==> config.mk <==
export PLATFORM = sky130hd
export DESIGN_NAME = adder_pipelined
export DESIGN_NICKNAME = d
export VERILOG_FILES = /design/src/rtl/adder_pkg.sv /design/src/rtl/adder_pipe_seg.sv /design/src/rtl/adder_pipelined.sv
export SDC_FILE = /design/constraint.sdc
export NUM_CORES = 1
export LEC_CHECK = 0
export CAP_MARGIN = 30
export CORE_ASPECT_RATIO = 0.9
export CORE_MARGIN = 1.5
export CORE_UTILIZATION = 33
export CTS_CLUSTER_DIAMETER = 60
export DETAILED_ROUTE_END_ITERATION = 7
export GPL_ROUTABILITY_DRIVEN = 0
export PLACE_DENSITY = 0.57
export SYNTH_ARGS = -nofsm -noshare
export SYNTH_HDL_FRONTEND = slang
export SYNTH_SLANG_ARGS = --single-unit
==> constraint.sdc <==
create_clock -name clk -period 3.5 [get_ports clk]
set_input_delay 0.7 -clock clk [delete_from_list [all_inputs] [get_ports clk]]
set_output_delay 0.7 -clock clk [all_outputs]
set_load 0.02 [all_outputs]
==> src/rtl/adder_pkg.sv <==
// Shared types and elaboration helpers for the pipelined add/subtract unit.
// Segment geometry and bus offsets are computed here so every file agrees.
package adder_pkg;

  localparam int DEF_WIDTH  = 32;
  localparam int DEF_STAGES = 4;

  localparam logic MODE_ADD = 1'b0;
  localparam logic MODE_SUB = 1'b1;

  typedef struct packed {
    logic                 ovf;
    logic                 co;
    logic [DEF_WIDTH-1:0] s;
  } res_t;

  function automatic int seg_width(
    input int width,
    input int stages
  );
    return width / stages;
  endfunction

  function automatic bit seg_ok(
    input int width,
    input int stages
  );
    return (width >= 2) && (stages >= 1) &&
           (stages <= width) &&
           ((width % stages) == 0);
  endfunction

  // Node n of the skewed datapath is 2*width - n*seg bits wide.
  function automatic int node_off(
    input int width,
    input int seg,
    input int n
  );
    return 2 * width * n - (seg * n * (n - 1)) / 2;
  endfunction

endpackage

==> src/rtl/adder_pipe_seg.sv <==
// One carry-chain segment: SEG-bit slice add, stage register and valid bit.
// Data bus layout is {b_hi, a_hi, sum_lo}, sum_lo at the LSB end.
module adder_pipe_seg
  import adder_pkg::*;
#(
  parameter int WIDTH = 32,
  parameter int SEG   = 8,
  parameter int K     = 0,
  parameter bit LAST  = 1'b0
) (
  input  logic clk,
  input  logic rst_n,
  input  logic valid_i,
  input  logic adv_next_i,
  input  logic cin_i,
  input  logic [K*SEG+2*(WIDTH-K*SEG)-1:0] d_i,
  output logic valid_o,
  output logic cout_o,
  output logic ovf_o,
  output logic [K*SEG+2*(WIDTH-K*SEG)-SEG-1:0] d_o
);

  localparam int LO = K * SEG;
  localparam int R  = WIDTH - LO;
  localparam int IW = LO + 2 * R;
  localparam int OW = IW - SEG;

  logic [SEG-1:0] a_seg;
  logic [SEG-1:0] b_seg;
  logic [SEG-1:0] sum;
  logic           c_out;
  logic [OW-1:0]  d_d;
  logic [OW-1:0]  d_q;
  logic           valid_q;
  logic           c_q;
  logic           adv;

  assign a_seg = d_i[LO +: SEG];
  assign b_seg = d_i[LO+R +: SEG];

  assign {c_out, sum} = {1'b0, a_seg}
                      + {1'b0, b_seg}
                      + {{SEG{1'b0}}, cin_i};

  // Sum joins the low end; the remaining operands shift down one slice.
  for (genvar i = 0; i < OW; i++) begin : g_bit
    if (i < LO) begin : g_lo
      assign d_d[i] = d_i[i];
    end else if (i < LO + SEG) begin : g_sum
      assign d_d[i] = sum[i-LO];
    end else if (i < LO + R) begin : g_ahi
      assign d_d[i] = d_i[i];
    end else begin : g_bhi
      assign d_d[i] = d_i[i+SEG];
    end
  end

  assign adv = !valid_q || adv_next_i;

  always_ff @(posedge clk or negedge rst_n) begin
    if (!rst_n) begin
      valid_q <= 1'b0;
      c_q     <= 1'b0;
      d_q     <= '0;
    end else if (adv) begin
      valid_q <= valid_i;
      if (valid_i) begin
        c_q <= c_out;
        d_q <= d_d;
      end
    end
  end

  if (LAST) begin : g_ovf
    logic c_msb;
    logic ovf_q;

    assign c_msb = a_seg[SEG-1] ^ b_seg[SEG-1] ^ sum[SEG-1];

    always_ff @(posedge clk or negedge rst_n) begin
      if (!rst_n) begin
        ovf_q <= 1'b0;
      end else if (adv && valid_i) begin
        ovf_q <= c_msb ^ c_out;
      end
    end

    assign ovf_o = ovf_q;
  end else begin : g_no_ovf
    assign ovf_o = 1'b0;
  end

  assign valid_o = valid_q;
  assign cout_o  = c_q;
  assign d_o     = d_q;

endmodule

==> src/rtl/adder_pipelined.sv <==
// Pipelined add/subtract with valid/ready on both sides.
// Carry chain split into STAGES registered segments over a skewed datapath.
module adder_pipelined
  import adder_pkg::*;
#(
  parameter int WIDTH  = DEF_WIDTH,
  parameter int STAGES = DEF_STAGES
) (
  input  logic             clk,
  input  logic             rst_n,
  input  logic             in_valid,
  output logic             in_ready,
  input  logic [WIDTH-1:0] a,
  input  logic [WIDTH-1:0] b,
  input  logic             ci,
  input  logic             sub,
  output logic             out_valid,
  input  logic             out_ready,
  output logic [WIDTH-1:0] s,
  output logic             co,
  output logic             ovf
);

  localparam int SEG   = seg_width(WIDTH, STAGES);
  localparam int BUS_W = node_off(WIDTH, SEG, STAGES + 1);
  localparam int S_OFF = node_off(WIDTH, SEG, STAGES);

  if (!seg_ok(WIDTH, STAGES)) begin : g_bad_cfg
    $error("adder_pipelined: STAGES must divide WIDTH, WIDTH >= 2");
  end

  logic             op_sub;
  logic             ci_eff;
  logic [WIDTH-1:0] b_eff;
  logic [BUS_W-1:0] dbus;
  logic [STAGES-1:0] vld;
  logic [STAGES-1:0] cry;
  logic [STAGES-1:0] ovf_w;
  logic [STAGES-1:0] adv_nx;

  assign op_sub = (sub == MODE_SUB);
  assign b_eff  = op_sub ? ~b : b;
  assign ci_eff = op_sub ? ~ci : ci;

  assign dbus[0 +: 2*WIDTH] = {b_eff, a};

  for (genvar k = 0; k < STAGES; k++) begin : g_st
    localparam int IO = node_off(WIDTH, SEG, k);
    localparam int OO = node_off(WIDTH, SEG, k + 1);
    localparam int IW = 2 * WIDTH - k * SEG;
    localparam int OW = IW - SEG;

    logic v_in;
    logic c_in;

    if (k == 0) begin : g_first
      assign v_in = in_valid;
      assign c_in = ci_eff;
    end else begin : g_next
      assign v_in = vld[k-1];
      assign c_in = cry[k-1];
    end

    // A stage may advance unless every stage after it is full and stalled.
    if (k == STAGES - 1) begin : g_out
      assign adv_nx[k] = out_ready;
    end else begin : g_mid
      assign adv_nx[k] = out_ready | ~&vld[STAGES-1:k+1];
    end

    adder_pipe_seg #(
      .WIDTH (WIDTH),
      .SEG   (SEG),
      .K     (k),
      .LAST  (k == STAGES - 1)
    ) u_seg (
      .clk        (clk),
      .rst_n      (rst_n),
      .valid_i    (v_in),
      .adv_next_i (adv_nx[k]),
      .cin_i      (c_in),
      .d_i        (dbus[IO +: IW]),
      .valid_o    (vld[k]),
      .cout_o     (cry[k]),
      .ovf_o      (ovf_w[k]),
      .d_o        (dbus[OO +: OW])
    );
  end

  assign in_ready  = out_ready | ~&vld;
  assign out_valid = vld[STAGES-1];
  assign s         = dbus[S_OFF +: WIDTH];
  assign co        = cry[STAGES-1];
  // Only the MSB segment drives a nonzero overflow flag.
  assign ovf       = |ovf_w;

endmodule

Word-level counts from Yosys, hierarchy flattened. Cells that the tools add are included.

Register bits: 185. Bits in latches: 0. Memory bits (writable): 0. ROM bits: 0. Input port bits: 70. Output and inout bits: 36. Word-level logic and storage cells: 51. Memories kept: 0.

Add/sub/neg operators: 8. Multiply operators: 0. Div/mod/pow operators: 0. $lt $le $gt $ge: 0. Equal/unequal tests: 0. Shift-type cells: 0. Muxes and demuxes: 2. Bitwise gates (word level): 9. Reduce and logical (&&, ||, !) cells: 19.

Operator list (count): 8-bit by 8-bit adder with 9-bit output (4); 9-bit by 1-bit adder with 9-bit output (4); 32-bit 2-to-1 mux (1); 32-bit NOT (1); 2-bit AND reduction (5); 1-bit zero test (7); 1-bit logical OR (4); 1-bit OR (4); 4-bit AND reduction (1); 3-bit AND reduction (1); 1-bit bitwise XOR (3); 1-bit logical AND (1); 1-bit 2-to-1 mux (1); 1-bit NOT (1).

Longest topological paths before layout. Gate-level depths: netlist (run 1).

Depth after elaboration: 5. Mapped depth: 11. Gate-level depth less buffers: 9.

Cells and area by module. Synthesis (run 1) repeated with hierarchy kept, for this count alone.

Cell total of the unflattened synthesis: 846. Area, all modules: 8916.1 µm².

Modules (own cells, without submodules): adder_pipe_seg (g_st[0].u_seg) (instances 1, cells an instance 285, area each 2588.7 µm²); adder_pipe_seg (g_st[1].u_seg) (instances 1, cells an instance 251, area each 2311.0 µm²); adder_pipe_seg (g_st[2].u_seg) (instances 1, cells an instance 144, area each 2016.9 µm²); adder_pipe_seg (g_st[3].u_seg) (instances 1, cells an instance 123, area each 1617.8 µm²); adder_pipelined (instances 1, cells an instance 43, area each 381.6 µm²).

Least setup slack after synthesis (run 1). Ideal clock, no wire load.

Kind: input to register. From: input port sub. To: register g_st[0].u_seg.d_q[6]. Setup time: 0.120 ns. Arrival time: 3.011 ns. Data required time: 3.380 ns. Path slack: 0.370 ns. Stages on the path: 11. Buffers on the path: 2. Path through: clkbuf_1 buf_2 xor2_1 fa_1 inv_1 fa_1 nor2b_4 o31a_1 o21a_1 or3_1 a31o_1.

Word-level cells in the longest chain between the ends: 3.

RTL lines: start: declaration (RTL line adder_pipelined.sv:16) `input logic sub,`; 32-bit 2-to-1 mux (RTL line adder_pipelined.sv:42) `assign b_eff = op_sub ? ~b : b;`; 8-bit by 8-bit adder with 9-bit output (RTL line adder_pipe_seg.sv:42) `+ {1'b0, b_seg}`; 9-bit by 1-bit adder with 9-bit output * (RTL line adder_pipe_seg.sv:43) `+ {{SEG{1'b0}}, cin_i};`; end signal: assignment (RTL line adder_pipe_seg.sv:64) `d_q <= '0;`; end signal: assignment (RTL line adder_pipe_seg.sv:69) `d_q <= d_d;`; end: declaration (RTL line adder_pipe_seg.sv:33) `logic [OW-1:0] d_q;`.

Every way passes the cells marked *; elsewhere a longest branch is shown, timed or not. A chain may end at the register's enable or synchronous reset.

Worst setup path in the final report (run 1).
From: input port out_ready. To: output port in_ready.

Word-level cells in the longest chain between the ends: 1.

RTL lines: start: declaration (RTL line adder_pipelined.sv:18) `input logic out_ready,`; 1-bit OR (RTL line adder_pipelined.sv:90) `assign in_ready = out_ready | ~&vld;`; end: declaration (RTL line adder_pipelined.sv:12) `output logic in_ready,`.

No other way between the ends.

==> Implementation_results.wiki, run 1 <==
{| class="wikitable"
! Metric !! Value
|-
| Capture instance of the worst register-to-register path || g_st[3].u_seg.d_o[30]
|-
| Mux contribution to synthesized area || 13.4%
|-
| Mean cell area of the mapped netlist || 11.9 sq um
|-
| Dominant cell type by area after synthesis || dfrtp_1
|-
| Required arrival time at the worst endpoint || 2800 ps
|-
| DP HPWL || 11.7 mm
|-
| Max capacitance violation total || 0
|-
| Number of distinct library cell variants in the gate-level netlist after synthesis || 43
|-
| Launching element type of the critical path || input pin
|-
| Post-Route Setup TNS || 0 ps
|-
| Area share of and/or/nand/nor cells after synthesis || 7.57%
|-
| Peak supply drop || 0.000328 V
|-
| Number of clock sinks || 185
|-
| Reg-to-reg critical path startpoint || g_st[2].u_seg.d_o[24]
|-
| Kind of end point of the critical path || output port
|-
| Hold violation count in the final report || 0
|-
| Final wirelength || 16.9 mm
|-
| Main combinational cell family by area after synthesis || multiplexers
|-
| Reg2Reg Setup Slack || 970 ps
|-
| Max Clk Rate || 0.325 GHz
|-
| Buffer and inverter count on the worst path || 2
|-
| Min cycle time layout || 3080 ps
|-
| Fraction of power consumed by the clock network || 24.2%
|-
| Power share of the combinational group || 34.2%
|-
| Crit path max-delay cell type || clkdlybuf4s50_1
|-
| Routed vias || 5242
|-
| Final antenna diode count || 0
|-
| Ys flop type || dfrtp_1
|-
| Worst hold margin || 282 ps
|-
| Buffer type at the clock tree root || clkbuf_16
|-
| RSZ-0062 raised after global routing || false
|-
| Final #Nets || 904
|-
| H-tree Lvls || 4
|-
| Outcome || completed
|-
| Slowest Stage Delay on Critical Path || 560 ps
|-
| CP top delay family || buffers and inverters
|-
| Adder-Cell Fraction of Synth Area || 5.95%
|-
| Post-Synthesis Net Count || 829
|-
| Layout cell share with drive strength beyond 1 || 19.1%
|-
| Routed len/inst || 14.7 um
|-
| Sequential share of power || 41.6%
|-
| Pins Over Slew Limit || 0
|-
| Pre-CTS WS || 320 ps
|-
| Number of synthesized register bits || 185
|-
| Relative slew slack || 47.8%
|-
| Cell area after placement || 9800 sq um
|-
| Number of buffers added to fix hold violations after cts || 0
|-
| Clk buf depth || 2
|-
| Initial antenna violation count || 1
|-
| Area growth from synthesis to layout || 21.1%
|-
| DRT iter0 DRCs || 211
|-
| Final ANT Viol Nets || 0
|-
| Cell type with the highest occurrence count on the critical path || clkdlybuf4s50_1
|-
| Synthesized-area fraction occupied by ao, oa, aoi and oai cells || 8.51%
|-
| Worst skew pair latency || 430 ps
|-
| Post-CTS resize count || 0
|-
| Initial core utilization || 33.9%
|-
| Port-buffer cells || 105
|-
| Sequential fraction of the synthesis area || 54.0%
|-
| Worst EP arrival || 2380 ps
|-
| Synth area leaders || dfrtp_1 54%, mux2_2 13%, nand2_1 5.7%
|-
| Total setup buffers inserted after CTS || 0
|-
| Post-synth EDFFs || 0
|-
| First-pass GRT wire length || 28.0 mm
|-
| Core Util, Final || 41.0%
|-
| Vias per cell || 4.55
|-
| Aggregate global routing overflow || 0
|-
| Slew at the pin with the worst max-slew slack || 783 ps
|-
| Smallest setup slack after layout || 424 ps
|-
| Cells after synthesis || 723
|-
| Synthesized area || 8570 sq um
|-
| Clock tree from TritonCTS || yes
|-
| Horizontal die dimension || 173 um
|-
| Internal power of the cells || 5.34 mW
|-
| Final Power || 7.88 mW
|-
| Number of rows created at floorplan || 55
|-
| Leakage Power || 4.59 nW
|-
| Pin count of the biggest net entering global routing || 86
|-
| Yosys warnings || 0
|-
| Floorplan die area || 27000 sq um
|-
| Die Span Y || 156 um
|-
| Fin cells || 1152
|-
| Setup clock skew after layout || 12.5 ps
|-
| Boundary Pins || 106
|-
| Power spent charging and discharging nets || 2.54 mW
|-
| Cell Count Post-Placement || 1121
|-
| Critical Setup Path Class || input pin to output port
|-
| Class of the most critical hold timing path || input pin to asynchronous set/reset pin
|-
| Number of remaining DRC errors || 0
|-
| Placeable Area || 25300 sq um
|-
| GRT Total Usage || 13.4%
|-
| Summed area of non-filler cells in the final layout || 10400 sq um
|-
| Number of cells on the worst reg-to-reg path || 7
|-
| CP Max Fanout || 4
|-
| Drt pass-1 iters || 4
|-
| Share of flip-flops with an asynchronous set or reset after synthesis || 100%
|-
| Clk slew on worst S/H paths || 70 ps
|-
| Proportion of total power due to net switching || 32.2%
|-
| Via count of the first global-routing pass || 5288
|-
| Fraction of synthesized cell area in xor and xnor cells || 5.52%
|-
| TritonCTS buffer count || 17
|-
| Pwr per Cell Area || 759 nW/um^2
|-
| Final setup violating endpoints || 0
|-
| Cell-by-cell listing of the critical path || clkdlybuf4s50_1 -> nand4b_1 -> or2_1 -> clkdlybuf4s50_1
|-
| Final period utilization || 87.9%
|-
| Area share of the largest cell type after synthesis || 54.0%
|}
## cell usage in the layout, fill, tap and decap left out, drive strengths merged, types with 2 or more instances in the layout
master	n
clkbuf	19
o21ai	60
nand2b	5
o31a	2
nand2	130
nor3	3
dfrtp	185
o31ai	3
and2	2
fa	8
a21oi	15
nor2	4
a21o	11
nor2b	2
xor2	22
or3	3
clkinv	5
o21bai	7
xnor2	32
a211oi	10
or2	2
clkdlybuf4s50	103
bufinv	2
inv	9
buf	15
clkinvlp	4
o21a	6
mux2	102
ha	28
## worst register-to-register path: cells and delay by family, from the launching register on
| family | cells | cell delay, ps |
|---|---|---|
| AO/OA/AOI/OAI | 4 | 870 |
| flip-flops | 1 | 410 |
| adder cells (fa/ha/maj) | 2 | 940 |
| XOR/XNOR | 1 | 190 |
## synthesized netlist by cell type (2+ instances only)
cell,instances
o21ai_0,57
nand2b_1,5
xor2_1,22
and2_1,2
o31ai_1,3
nor3_1,3
ha_1,28
dfrtp_1,185
buf_4,36
o21bai_1,7
o31a_1,2
inv_1,7
xnor2_1,32
fa_1,8
a21oi_1,15
a21o_1,11
or3_1,3
buf_6,2
nand2_1,130
nor2_1,4
o21ai_1,2
a211oi_1,9
buf_2,16
mux2_2,102
clkbuf_1,9
o21a_1,6
## how the worst max path moves through the flow
stage / startpoint / cells after the start / end
after floorplan: sub / 11 / g_st[0].u_seg.d_o[6]
after global placement: b[0] / 10 / g_st[0].u_seg.d_o[6]
after detailed placement: b[0] / 10 / g_st[0].u_seg.d_o[6]
after CTS: out_ready / 4 / in_ready
after global routing: out_ready / 4 / in_ready
final: out_ready / 4 / in_ready
## flip-flops by register name, indices dropped and copies added (netlist names)
name                cells
g_st.u_seg.valid_o      4
g_st.u_seg.ovf_o        1
g_st.u_seg.cout_o       4
g_st.u_seg.d_o        176
## metal layers
| layer | part of all wire, % | track usage (%) |
|---|---|---|
| met1 | 50 | 18.3 |
| met2 | 44 | 20.5 |
| met3 | 5.1 | 4.26 |
| met4 | 0.89 | 3.60 |
| met5 | 0.065 | 0 |
## power by group through the flow
stage / logic, mW / clock network [mW] / registers (mW)
CTS: 2.75 / 1.98 / 3.29
global placement: 2.70 / 0 / 3.31
global route: 3.00 / 2.06 / 3.38
detailed placement: 2.73 / 0 / 3.33
floorplan: 2.13 / 0 / 3.18
finish: 2.69 / 1.91 / 3.27
## cells by family after synthesis
group,count (synthesis)
buffers and inverters,70
adder cells (fa/ha/maj),36
AND/OR/NAND/NOR,156
XOR/XNOR,54
AO/OA/AOI/OAI,120
multiplexers,102
flip-flops,185
## final cells by class
| cell class | count | area, sq um |
|---|---|---|
| Clock inverter | 13 | 148 |
| Sequential cell | 185 | 4630 |
| Clock buffer | 18 | 429 |
| Timing Repair Buffer | 119 | 1190 |
| Fill cell | 2483 | 14900 |
| Tap cell | 342 | 428 |
| Multi-Input combinational cell | 468 | 3530 |
| Inverter | 7 | 26.3 |
Note: power is estimated with default switching activity, not from simulation.
==> inputs of run 2 (changes only) <==
- TNS_END_PERCENT: unset -> 10
==> results of run 2 <==
The final DEF is identical to that of run 1; final timing and power are the same.
